## config.mk

```make
export PLATFORM = sky130hd
export DESIGN_NAME = mem_arbiter_flat
export DESIGN_NICKNAME = d
export VERILOG_FILES = /design/src/rtl/mem_arbiter_if.sv /design/src/rtl/mem_arbiter.sv /design/src/flat_wrapper.sv
export SDC_FILE = /design/constraint.sdc
export NUM_CORES = 1
export LEC_CHECK = 0
export CORE_MARGIN = 4
export CORE_UTILIZATION = 33
export DETAILED_ROUTE_END_ITERATION = 6
export GPL_TIMING_DRIVEN = 0
export PLACE_DENSITY_LB_ADDON = 0.2
export SLEW_MARGIN = 10
export SYNTH_ARGS = -nofsm -noshare
export SYNTH_HDL_FRONTEND = slang
export SYNTH_SLANG_ARGS = --single-unit
export TNS_END_PERCENT = 1
```

## constraint.sdc

```tcl
create_clock -name clk -period 1.1 [get_ports clk]
set_input_delay 0.11 -clock clk [delete_from_list [all_inputs] [get_ports clk]]
set_output_delay 0.11 -clock clk [all_outputs]
set_load 0.02 [all_outputs]
```

## src/rtl/mem_arbiter_if.sv

```systemverilog
// Requester handshake and memory port bundle for mem_arbiter.
// slave = arbiter view; master = requesters plus memory.
interface mem_arbiter_if #(
  parameter int N_REQ      = 2,
  parameter int ADDR_W     = 10,
  parameter int DATA_W     = 19,
  parameter int MEM_ADDR_W = 19
);
  logic [N_REQ-1:0]        req;
  logic [N_REQ-1:0]        req_we;
  logic [N_REQ*ADDR_W-1:0] req_addr;
  logic [N_REQ*DATA_W-1:0] req_wdata;
  logic [N_REQ-1:0]        lock;
  logic [N_REQ-1:0]        gnt;
  logic [N_REQ-1:0]        rvalid;
  logic [DATA_W-1:0]       rdata;
  logic                    mem_we;
  logic [MEM_ADDR_W-1:0]   mem_addr;
  logic [DATA_W-1:0]       mem_wdata;
  logic [DATA_W-1:0]       mem_rdata;

  modport slave (
    input  req, req_we, req_addr, req_wdata, lock, mem_rdata,
    output gnt, rvalid, rdata, mem_we, mem_addr, mem_wdata
  );

  modport master (
    output req, req_we, req_addr, req_wdata, lock, mem_rdata,
    input  gnt, rvalid, rdata, mem_we, mem_addr, mem_wdata
  );
endinterface

```

## src/rtl/mem_arbiter.sv

```systemverilog
// Round-robin arbiter in front of a single-port synchronous memory.
// Define MEM_ARB_LOCK_EN to let a locked requester keep top priority.
module mem_arbiter #(
  parameter int N_REQ      = 2,
  parameter int ADDR_W     = 10,
  parameter int DATA_W     = 19,
  parameter int MEM_ADDR_W = 19
) (
  input  logic            clk,
  input  logic            rst_n,
  mem_arbiter_if.slave    bus
);
  localparam int PTR_W = $clog2(N_REQ);

  logic [PTR_W-1:0]      r_ptr;
  logic [PTR_W-1:0]      w_gnt_id;
  logic [PTR_W-1:0]      w_next_ptr;
  logic [N_REQ-1:0]      w_gnt;
  logic                  w_xfer;
  logic                  w_we;
  logic [ADDR_W-1:0]     w_addr;
  logic [DATA_W-1:0]     w_wdata;
  logic                  r_mem_we;
  logic [MEM_ADDR_W-1:0] r_mem_addr;
  logic [DATA_W-1:0]     r_mem_wdata;
  logic                  r_s1_v, r_s2_v;
  logic [PTR_W-1:0]      r_s1_id, r_s2_id;

  // First asserted request at or after r_ptr, wrapping modulo N_REQ.
  always_comb begin
    logic [PTR_W-1:0] idx;
    idx      = '0;
    w_gnt    = '0;
    w_gnt_id = '0;
    w_xfer   = 1'b0;
    for (int unsigned k = 0; k < N_REQ; k++) begin
      idx = PTR_W'((32'(r_ptr) + k) % N_REQ);
      if (!w_xfer && bus.req[idx]) begin
        w_xfer     = 1'b1;
        w_gnt_id   = idx;
        w_gnt[idx] = 1'b1;
      end
    end
  end

  always_comb begin
    w_we    = bus.req_we[w_gnt_id];
    w_addr  = bus.req_addr[int'(w_gnt_id)*ADDR_W +: ADDR_W];
    w_wdata = bus.req_wdata[int'(w_gnt_id)*DATA_W +: DATA_W];
    w_next_ptr = (w_gnt_id == PTR_W'(N_REQ - 1)) ? '0 : w_gnt_id + 1'b1;
`ifdef MEM_ARB_LOCK_EN
    if (bus.lock[w_gnt_id]) begin
      w_next_ptr = w_gnt_id;
    end
`endif
  end

  always_ff @(posedge clk or negedge rst_n) begin
    if (!rst_n) begin
      r_ptr       <= '0;
      r_mem_we    <= 1'b0;
      r_mem_addr  <= '0;
      r_mem_wdata <= '0;
      r_s1_v      <= 1'b0;
      r_s1_id     <= '0;
      r_s2_v      <= 1'b0;
      r_s2_id     <= '0;
    end else begin
      r_s1_v  <= w_xfer & ~w_we;
      r_s1_id <= w_gnt_id;
      r_s2_v  <= r_s1_v;
      r_s2_id <= r_s1_id;
      if (w_xfer) begin
        r_mem_we    <= w_we;
        r_mem_addr  <= MEM_ADDR_W'(w_addr);
        r_mem_wdata <= w_wdata;
        r_ptr       <= w_next_ptr;
      end else begin
        r_mem_we <= 1'b0;
      end
    end
  end

  always_comb begin
    bus.rvalid = '0;
    if (r_s2_v) begin
      bus.rvalid[r_s2_id] = 1'b1;
    end
  end

  assign bus.gnt       = w_gnt;
  assign bus.rdata     = bus.mem_rdata;
  assign bus.mem_we    = r_mem_we;
  assign bus.mem_addr  = r_mem_addr;
  assign bus.mem_wdata = r_mem_wdata;
endmodule

```

## src/flat_wrapper.sv

```systemverilog
// flat-port wrapper written by rule: the top's interface ports become plain ports
module mem_arbiter_flat 
#(
  parameter int N_REQ      = 2,
  parameter int ADDR_W     = 10,
  parameter int DATA_W     = 19,
  parameter int MEM_ADDR_W = 19
)
  (clk, rst_n, bus_req, bus_req_we, bus_req_addr, bus_req_wdata, bus_lock, bus_mem_rdata, bus_gnt, bus_rvalid, bus_rdata, bus_mem_we, bus_mem_addr, bus_mem_wdata);
  mem_arbiter_if #(.N_REQ(N_REQ), .ADDR_W(ADDR_W), .DATA_W(DATA_W), .MEM_ADDR_W(MEM_ADDR_W)) bus_i ();
  input  logic clk;
  input  logic rst_n;
  input wire logic [$bits(bus_i.req)-1:0] bus_req;
  input wire logic [$bits(bus_i.req_we)-1:0] bus_req_we;
  input wire logic [$bits(bus_i.req_addr)-1:0] bus_req_addr;
  input wire logic [$bits(bus_i.req_wdata)-1:0] bus_req_wdata;
  input wire logic [$bits(bus_i.lock)-1:0] bus_lock;
  input wire logic [$bits(bus_i.mem_rdata)-1:0] bus_mem_rdata;
  output wire logic [$bits(bus_i.gnt)-1:0] bus_gnt;
  output wire logic [$bits(bus_i.rvalid)-1:0] bus_rvalid;
  output wire logic [$bits(bus_i.rdata)-1:0] bus_rdata;
  output wire logic [$bits(bus_i.mem_we)-1:0] bus_mem_we;
  output wire logic [$bits(bus_i.mem_addr)-1:0] bus_mem_addr;
  output wire logic [$bits(bus_i.mem_wdata)-1:0] bus_mem_wdata;
  assign bus_i.req = bus_req;
  assign bus_i.req_we = bus_req_we;
  assign bus_i.req_addr = bus_req_addr;
  assign bus_i.req_wdata = bus_req_wdata;
  assign bus_i.lock = bus_lock;
  assign bus_i.mem_rdata = bus_mem_rdata;
  assign bus_gnt = bus_i.gnt;
  assign bus_rvalid = bus_i.rvalid;
  assign bus_rdata = bus_i.rdata;
  assign bus_mem_we = bus_i.mem_we;
  assign bus_mem_addr = bus_i.mem_addr;
  assign bus_mem_wdata = bus_i.mem_wdata;
  mem_arbiter #(.N_REQ(N_REQ), .ADDR_W(ADDR_W), .DATA_W(DATA_W), .MEM_ADDR_W(MEM_ADDR_W)) u_core (.clk(clk), .rst_n(rst_n), .bus(bus_i));
endmodule
```

# Yosys cells after proc, flatten, opt, wreduce, memory -nomap -nowiden
# Cells that the tools add are included.
[totals]
elab_cells = 50
in_bits = 85
ramBits = 0
n_memories = 0
romBits = 0
output_inout_bits = 62
register_bits = 35
latchBits = 0
[classes]
div_mod_pow = 0
n_lt_le_gt_ge = 7
multipliers = 2
n_shift = 2
n_eq_ne = 0
bitwise = 3
addsub = 2
reduce_logical = 5
mux = 21
[op_table]
columns = ["op", "count"]
rows = [
  ["$shiftx 38x32->19", 1],
  ["$shiftx 20x32->10", 1],
  ["$mux 1", 15],
  ["$lt 1x2->1 const B", 4],
  ["$mul 1x5->6 const B", 1],
  ["$mux 2", 3],
  ["$logic_and 1x1->1", 4],
  ["$mul 1x3->4 const B", 1],
  ["$demux 1 s1", 3],
  ["$ge 1x1->1 const B", 3],
  ["$add 1x1->1 const B", 2],
  ["$or 2x2->2", 1],
  ["$and 1x1->1", 1],
  ["$logic_not 1->1", 1],
  ["$not 1->1", 1],
]

# Depth between registers and ports, before layout
# Gate-level depths: netlist of run 1.
[depth]
depth_word = 10
ltp_mapped = 5

# Worst setup path before layout of run 1
# OpenSTA, ideal clock, no wires.
[synth_timing]
path_type = "reg-to-reg"
startpoint = "reg u_core.r_ptr"
endpoint = "reg u_core.r_mem_addr[0] (netlist: u_core.bus.mem_addr[0])"
setup_slack_ns = 0.021
path_buffers = 1
path_stages_with_launch = 5
t_arrival_ns = 0.935
synth_period_minus_slack_ns = 1.079
required_ns = 0.956
setup_ns = 0.144
path_cell_list = "dfrtp_1 -> a21bo_4 -> buf_6 -> o22ai_2 -> a21oi_2"
[synth_between]
elab_chain_len = 8
[synth_rtl]
columns = ["element", "line_no", "text"]
rows = [
  ["from (decl)", "mem_arbiter.sv:15", "logic [PTR_W-1:0] r_ptr;"],
  ["from (signal assigned)", "mem_arbiter.sv:77", "r_ptr <= w_next_ptr;"],
  ["$mux 1 (implied by the code) (2 in a row)", "mem_arbiter.sv:38", "if (!w_xfer && bus.req[idx]) begin"],
  ["$mux 1", "mem_arbiter.sv:38", ""],
  ["$logic_not 1->1", "mem_arbiter.sv:38", ""],
  ["$logic_and 1x1->1", "mem_arbiter.sv:38", ""],
  ["$mux 1", "mem_arbiter.sv:38", ""],
  ["$mul 1x3->4", "mem_arbiter.sv:48", "w_addr = bus.req_addr[int'(w_gnt_id)*ADDR_W +: ADDR_W];"],
  ["$shiftx 20x32->10", "mem_arbiter.sv:48", ""],
  ["to (signal assigned)", "mem_arbiter.sv:75", "r_mem_addr <= MEM_ADDR_W'(w_addr);"],
  ["to (decl)", "mem_arbiter.sv:24", "logic [MEM_ADDR_W-1:0] r_mem_addr;"],
]
# Parallel ways exist; a longest one is shown, timed or not. The select of a mux whose other input is x is not followed.
# A chain may end at the register's enable or synchronous reset.

# Worst setup path after layout of run 1
[layout_timing]
startpoint = "reg u_core.r_ptr"
endpoint = "out bus_gnt[0]"
[layout_between]
elab_chain_len = 7
[layout_rtl]
columns = ["element", "line_no", "text"]
rows = [
  ["$add 1x1->1 (tied with other cells)", "mem_arbiter.sv:37", "idx = PTR_W'((32'(r_ptr) + k) % N_REQ);"],
  ["$lt 1x2->1 (implied by the code) (tied with other cells)", "mem_arbiter.sv:41", "w_gnt[idx] = 1'b1;"],
  ["$logic_and 1x1->1 (implied by the code) / $mux 1 (equally long branches)", "mem_arbiter.sv:41", ""],
  ["$mux 1 (implied by the code) / $demux 1 s1 (equally long branches)", "-", ""],
  ["$demux 1 s1 / $mux 2 (equally long branches)", "-", ""],
  ["$or 2x2->2 (no source line)", "-", ""],
  ["$mux 2 (*)", "mem_arbiter.sv:38", ""],
  ["to (decl)", "flat_wrapper.sv:19", "output wire logic [$bits(bus_i.gnt)-1:0] bus_gnt;"],
]
# Every way passes the cells marked *; elsewhere a longest branch is shown, timed or not. The select of a mux whose other input is x is not followed.

==> results.md, run 1 <==
- The flow ran to the end, but the final reports show violations.
- The final reports fail on setup timing.
- The final layout contains 395 nets.
- The die is 89.4 um tall.
- The number of H-tree levels is 2.
- Summed over all nets, wire length on met2 after detailed routing comes to 2810 um.
- Using the TritonRoute via totals, the vias-per-cell ratio works out to 4.56.
- The buffer depth of the longest clock path is 2.
- For this run, the slowest stage of the critical path takes 0.44 ns.
- Input and output buffers added on the ports amount to 115.
- Of the total synthesized cell area, the portion taken by XOR and XNOR cells is 0.
- After layout, the minimum clock period comes to 1.26 ns.
- The synthesized-area fraction occupied by ao, oa, aoi and oai cells is 0.304.
- Summed over all nets, wire length on met3 after detailed routing comes to 624 um.
- After detailed routing, the wire length on met1 is 2550 um.
- The final global-route overflow total is 0.
- The number of detailed-routing iterations run before antenna repair is 4.
- CTS placed an instance of sky130_fd_sc_hd__clkbuf_8 at the clock tree root.
- The count of flip-flops with a built-in enable after synthesis is 0.
- The worst setup path is captured at an output pin.
- The half-perimeter wire length after placement is 4650 um.
- The max-slew violation count is 0.
- The initial utilization of the core area, before any placement, comes to 0.342.
- The total detailed-routing wirelength is 6030 um.
- The number of storage elements in the synthesis netlist is 35.
- The wire length of the first global-routing pass is 8990 um.
- The final weighted congestion in routability-driven placement is 0.702.
- The count of pins on the block boundary is 147.
- The total of warnings raised by yosys is 0.
- For the worst setup path, the data required time is 0.99 ns.
- The average routed wire per standard cell is 15.6 um.
- The share of total power in the clock network is 0.250.
- Across the VDD grid, the largest voltage drop is 0.537 mV.
- By area, the combinational part of the netlist is dominated by compound AO/OA/AOI/OAI gates.
- The adder and majority cell fraction of the synthesized area is 0.
- Counting distinct cell types in the post-synthesis netlist gives 20.
- The detailed-route DRC error count is 0.
- In this run the cell area of the synthesized design comes to 2190 um2.
- Entering global routing, the biggest net connects 25 pins.
- The power density over the cells is 1200 nW/um2.
- The path class of the tightest hold or removal check is in2async.
- From synthesis to final layout, the design area changed by 59.4%.
- The classification of the worst setup path is reg2out.
- For this run, the register share of the synthesized area comes to 0.401.
- TritonCTS built the clock tree.
- The detailed router placed 1770 vias in this run.
- The uppermost layer routed is met4.
- The data arrival time at the worst-slack endpoint is 1.15 ns.
- The cell with the most instances after synthesis is sky130_fd_sc_hd__dfrtp_1.
- The number of sinks driven by the clock tree is 35.
- By area the synthesized netlist is led by sky130_fd_sc_hd__dfrtp_1 (40%), sky130_fd_sc_hd__o22ai_2 (17%), sky130_fd_sc_hd__mux2i_1 (13%), sky130_fd_sc_hd__a21oi_2 (12%), sky130_fd_sc_hd__buf_4 (11%).
- Setup violations remaining at the end of the flow were counted as 31.
- The number of hold violations in the final report came to 0.
- The portion of synthesized area spent on multiplexers is 0.133.
- Setup slack on the critical path of the routed design comes to -0.157 ns.
- The total of max-cap violations is 0.
- The final cycle utilization of the critical path is 1.14.
- The number of global-route vias before repair is 1816.
- The final hold slack is 0.253 ns.
- Synthesis produced 177 cells.
- Of all nets on the critical path, the largest fanout is 4.
- STA classifies the critical path startpoint as a flop.
- The area fraction in and, or, nand and nor cells after synthesis is 0.00744.
- Once detail routing completed, the nets flagged for antenna violations numbered 0.
- The switching portion of total power is 0.328.
- The floorplan step defined a die boundary enclosing 7990 um2.
- The commonest cells after synthesis are sky130_fd_sc_hd__dfrtp_1 (35), sky130_fd_sc_hd__buf_4 (33), sky130_fd_sc_hd__a21oi_2 (29), sky130_fd_sc_hd__mux2i_1 (29), sky130_fd_sc_hd__o22ai_2 (29).
- The signal on the critical path passes through a21bo_4 > inv_2 > buf_6.
- Of the total power, combinational logic draws 0.378.
- The clock latency on the worst-skew pair is 0.28 ns.
- The iteration-0 DRC count of the detailed router is 20.
- The total area inside the core boundary comes to 6390 um2.
- In the final timing run, aggregate negative setup slack is -1.26 ns.
- The number of rows in the core area is 29.
- The largest individual stage delay along the critical path comes from the cell sky130_fd_sc_hd__dfrtp_2.
- The worst clock skew is 0.00594 ns.
- In this run, CTS created clock tree buffers numbering 5.
- The net switching component of the power is 1370 uW.
- The top cell type by total area after synthesis is sky130_fd_sc_hd__dfrtp_1.
- The design internal power is 2800 uW.
- After synthesis, the mean cell area works out to 12.3 um2.
- The top-area cell type share of the netlist area is 0.401.
- In the final layout, the share of cells above drive strength 1 is 0.466.
- The number of antenna violations at the first check in global routing is 0.
- The most used flip-flop cell after synthesis is sky130_fd_sc_hd__dfrtp_1.
- Based on the critical path, the design can be clocked at up to 0.795 GHz.
- The clock transition at the registers of the reported paths is 0.08 ns.
- The die outline width is 89.4 um.
- The combined global-route utilization of all metal layers is 0.147.
- 0 antenna diodes ended up in the layout.
- The analysis attributes to cell leakage a power of 0.00155 uW.
- The fraction of registers with async set or reset after synthesis is 1.00.
- The part of the power in registers is 0.371.
- Setup repair after global routing could not meet its margin everywhere.
==> per-layer routing <==
| metal | GRT usage | vias to the layer above |
|---|---|---|
| met1 | 0.183 | 801 |
| met4 | 0.0325 | 0 |
| met2 | 0.247 | 92 |
| met5 | 0 | - |
| met3 | 0.0507 | 7 |
| li1 | - | 870 |
==> logic make-up after synthesis <==
| logic type | after synthesis |
|---|---|
| mux | 29 |
| flops | 35 |
| compound gates | 63 |
| buf+inv | 46 |
| simple gates | 3 |
| other cells | 1 |
==> area by class of cell <==
class,count,area [um2]
inverters,5,18.8
clock buffers,7,96.3
repair buffers,118,1060
plain buffers,41,323
clock inverters,1,7.51
flip-flops and latches,35,877
fillers,575,2900
multi-input cells,104,1000
well taps,77,96.3
==> state kept, by name, summed over array words and instances, names as in the netlist <==
| name | flops |
|---|---|
| u_core.bus.mem_we | 1 |
| u_core.r_s2_v | 1 |
| u_core.bus.mem_addr | 10 |
| u_core.r_s1_v | 1 |
| u_core.r_s1_id | 1 |
| u_core.r_ptr | 1 |
| u_core.bus.mem_wdata | 19 |
| u_core.r_s2_id | 1 |
==> worst max-delay path, delay by kind of cell (launching register included) <==
| family | cells | cell delay (ns) |
|---|---|---|
| AOI/OAI and AO/OA | 1 | 0.25 |
| buffers and inverters | 2 | 0.18 |
| DFF | 1 | 0.44 |
==> power groups by stage <==
stage | sequential [uW] | combinational [uW] | clock, uW
2_1_floorplan | 1750 | 732 | 0
5_1_grt | 1570 | 1690 | 1150
4_1_cts | 1550 | 1650 | 1090
6_report | 1550 | 1580 | 1040
3_3_place_gp | 1570 | 1700 | 0
3_5_place_dp | 1570 | 1720 | 0
==> what timing repair did <==
item / CTS / global route
resized for setup: 79 / 31
setup buffers: 1 / 0
pin swaps: 2 / 2
hold buffers: 1 / 0
endpoints found under the setup margin: 63 / 60
endpoints found under the hold margin: 11 / 0
==> path summary, 6_finish.rpt <==
check	slack, ns	start	cells after the start	endpoint
setup / recovery	-0.16	u_core.r_ptr$_DFFE_PN0P_	3	bus_gnt[0]
hold / removal	0.25	rst_n	2	u_core.bus.mem_addr[4]$_DFFE_PN0P_
setup reg to reg	-0.05	u_core.r_ptr$_DFFE_PN0P_	4	u_core.bus.mem_wdata[12]$_DFFE_PN0P_
hold reg to reg	0.35	u_core.r_s1_v$_DFF_PN0_	0	u_core.r_s2_v$_DFF_PN0_
max in group asynchronous	0.40	rst_n	3	u_core.r_ptr$_DFFE_PN0P_
min in group clk	0.32	bus_req[1]	4	u_core.bus.mem_we$_DFF_PN0_
==> stage by stage <==
stage          total power (uW)  area, um2  utilization  worst slack [ns]  instances
2_1_floorplan              2490       2220            -            0.0213        185
3_3_place_gp               3270       3460        0.542            -0.974        377
3_5_place_dp               3290       3480        0.545            -0.539        378
4_1_cts                    4290       3590        0.562            -0.182        388
5_1_grt                    4410       3480        0.546            -0.203        388
6_report                   4170       3480        0.546            -0.157        388
==> cell usage in the layout, fill, tap and decap left out, drive strengths merged <==
cell and count:
o22ai 30, inv 5, and2 1, conb 9
clkdlybuf4s50 80, a22o 1, dlygate4sd3 1, o21ai 1
nand2 1, a21oi 29, buf 48, mux2i 29
dfrtp 35, clkbuf 30, a21bo 1, nor2b 1
a21boi 1, clkinvlp 1, clkdlybuf4s15 7
Power figures use the tool's default switching activity.
==> inputs of run 2 (changes only) <==
Settings changed: REMOVE_ABC_BUFFERS set to 1.
==> run 2 against run 1 <==
  * The run still ends with setup timing left
  * Die area stayed put
  * Design area is 9.2% lower
  * Sequential power hardly changed
  * Highest routed layer unchanged
==> results.md, run 2 (same netlist as run 1, synthesis figures left out) <==
- In this run the worst setup path begins at u_core.r_ptr$_DFFE_PN0P_.
- The signal on the critical path passes through a21bo_4 > inv_2 > buf_6.
- The number of H-tree levels came to 2 (unchanged).
- The required time of the critical path is 0.99 ns (about the same).
- The total placed instance area is 3050 um2 (-12%).
- The most common cell after layout, fill and taps aside is sky130_fd_sc_hd__clkdlybuf4s50_1.
- The data arrival time at the worst-slack endpoint is 1.17 ns (+0.02 ns).
- The largest fanout on the critical path was 5 (+1).
- The total number of nets in the final design is 344 (-13%).
- The final weighted congestion in routability-driven placement is 0.687 (-2.2%).
- The logic depth of the worst register-to-register path came to 4 (unchanged).
- The cell area after layout was 3160 um2 (-9.2%).
- The setup path with the least slack is of type reg2out.
- The clock latency on the worst-skew pair is 0.28 ns (about the same).
- The endpoint of the most critical setup path is bus_gnt[0].
- The register-to-register setup slack is -0.14 ns (-0.09 ns).
- The flow ran to the end, but the final reports show violations.
- The endpoint identified for the worst register-to-register timing path is u_core.bus.mem_wdata[6]$_DFFE_PN0P_.
- The slowest stage of the critical path belongs to the cell sky130_fd_sc_hd__dfrtp_2.
- met2 is the most crowded layer.
- The total instance count after detailed placement is 322 (-15%).
- The max-slew violation count is 0 (unchanged).
- The minimum setup slack in the final design is -0.184 ns (-0.0268 ns).
- The pin count of the biggest net entering global routing was 25 (unchanged).
- The TritonCTS clock tree is yes.
- The met2 demand-to-capacity share in global routing came to 0.242 (-0.00536).
- The element type at the critical path start is a flop.
- CTS placed an instance of sky130_fd_sc_hd__clkbuf_8 at the clock tree root.
- The final non-filler cell total is 335 (-14%).
- The clock transition at the registers of the reported paths came to 0.07 ns (about the same).
- The power density over the cells is 1220 nW/um2 (+1.9%).
- The worst clock skew is 0.00320 ns (-0.00275 ns).
- The via count normalized by instance count is 4.89 (+7.2%).
- The combined global-route utilization of all metal layers came to 0.147 (-0.000438).
- The iteration-0 DRC count of the detailed router is 40 (+100%).
- The starting density of the core is 0.342 (unchanged).
- The number of flip-flops under the largest register name was 19 (unchanged).
- The total CTS buffers is 5 (unchanged).
- The worst slack after detailed placement is -1.03 ns (-0.495 ns).
- The final global-route overflow total is 0 (unchanged).
- The antenna cell count was 0 (unchanged).
- The worst register-to-register path begins at u_core.r_ptr$_DFFE_PN0P_.
- The half-perimeter wire length after placement came to 3920 um (-16%).
- The number of antenna violations at the first check in global routing is 0 (unchanged).
- The number of detailed-routing iterations run before antenna repair is 3 (-1).
- The final cycle utilization of the critical path is 1.17 (+0.0244).
- The met3 track demand over resource in global routing is 0.0728 (+0.0221).
- The number of failing setup endpoints in the final timing report is 32 (+3.2%).
- The number of hold violations in the final report was 0 (unchanged).
- The delay of the slowest critical-path stage came to 0.46 ns (+0.02 ns).
- The minimum period implied by the final worst setup slack is 1.28 ns (+0.0268 ns).
- The static power due to leakage is 0.00133 uW (-14%).
- From synthesis to final layout, the design area changed by 44.8%.
- The class of the worst hold path is in2out.
- The checks that failed: setup timing.
- The detailed-route DRC error count is 0 (unchanged).
- The achievable frequency came to 0.779 GHz (-2.1%).
- The number of sinks driven by the clock tree is 35 (unchanged).
- The buffer depth of the longest clock path is 2 (unchanged).
- The total via count after detailed routing was 1638 (-7.5%).
- The total of max-cap violations is 0 (unchanged).
- The average routed wire per standard cell is 17.1 um (+9.7%).
- The maximum VDD drop is 0.592 mV (+10%).
- The total of buffers placed on input and output ports is 97 (-16%).
- Setup repair after global routing could not meet its margin everywhere.
- The count of pins on the block boundary is 147 (unchanged).
- The vertical die dimension was 89.4 um (unchanged).
- In the layout the commonest cells are sky130_fd_sc_hd__clkdlybuf4s50_1 (60), sky130_fd_sc_hd__dfrtp_1 (34), sky130_fd_sc_hd__mux2i_1 (29), sky130_fd_sc_hd__o22ai_2 (29), sky130_fd_sc_hd__a21oi_2 (29).
- The number of global-route vias before repair is 1754 (-3.4%).
- The remaining antenna violation count is 0 (unchanged).
- The number of rows in the core area is 29 (unchanged).
- The met1 track utilization from global routing is 0.169 (-0.0144).
- The worst setup path is captured at an output pin.
- The share of post-route cells with drive strength above 1 is 0.368 (-0.0980).
- The total detailed-routing wirelength is 5720 um (-5.3%).
- The wire length of the first global-routing pass is 8800 um (-2.1%).
- The area of the die is 7990 um2 (unchanged).
- The core footprint is 6390 um2 (unchanged).
- The die outline width is 89.4 um (unchanged).
## run 2: through the flow
stage	util	total power [uW]	hold slack, ns	TNS [ns]
floorplan	-	2290	-0.186	-17.44
global placement	0.465	3040	0.220	-143.24
detailed placement	0.477	3080	0.0188	-19.29
CTS	0.500	3940	0.220	-3.07
global route	0.495	4070	0.220	-5.51
finish	0.495	3860	0.220	-3.72
## run 2: worst min-delay path by stage
stage | from | to | slack, ns | cells past startpoint
2_1_floorplan | rst_n | u_core.bus.mem_addr[0]$_DFFE_PN0P_ | -0.19 | 0
3_3_place_gp | bus_mem_rdata[8] | bus_rdata[8] | 0.22 | 0
3_5_place_dp | rst_n | u_core.r_s2_v$_DFF_PN0_ | 0.02 | 1
4_1_cts | bus_mem_rdata[8] | bus_rdata[8] | 0.22 | 0
5_1_grt | bus_mem_rdata[7] | bus_rdata[7] | 0.22 | 0
6_report | bus_mem_rdata[9] | bus_rdata[9] | 0.22 | 0
## run 2: area by class of cell
class	instances	area, um2
fillers	599	3220
repair buffers	107	1050
multi-input cells	105	1040
flip-flops and latches	35	877
well taps	77	96.3
clock buffers	6	72.6
inverters	5	21.3
## run 2: where the power goes
part	total (uW)	internal [uW]	switching, uW
combinational	1460	710	747
sequential	1550	1460	93.6
clock	851	422	429
## run 2: repair_timing
item                                   4_1_cts  5_1_grt
cloned                                       1        0
resized for setup                           82       17
endpoints found under the hold margin       11        0
hold buffers                                 1        0
pin swaps                                    7        2
setup buffers                                3        2
setup endpoints to repair                   67       47
## run 2: critical path, delay by kind of cell, from the launching register on
kind	cells	cell delay [ns]
compound gates	1	0.25
buf+inv	2	0.18
flops	1	0.46
## run 2: layer usage
metal	up-vias	wire length (um)
li1	766	-
met1	774	2200
met2	91	2790
met3	7	669
met4	0	57
met5	-	0
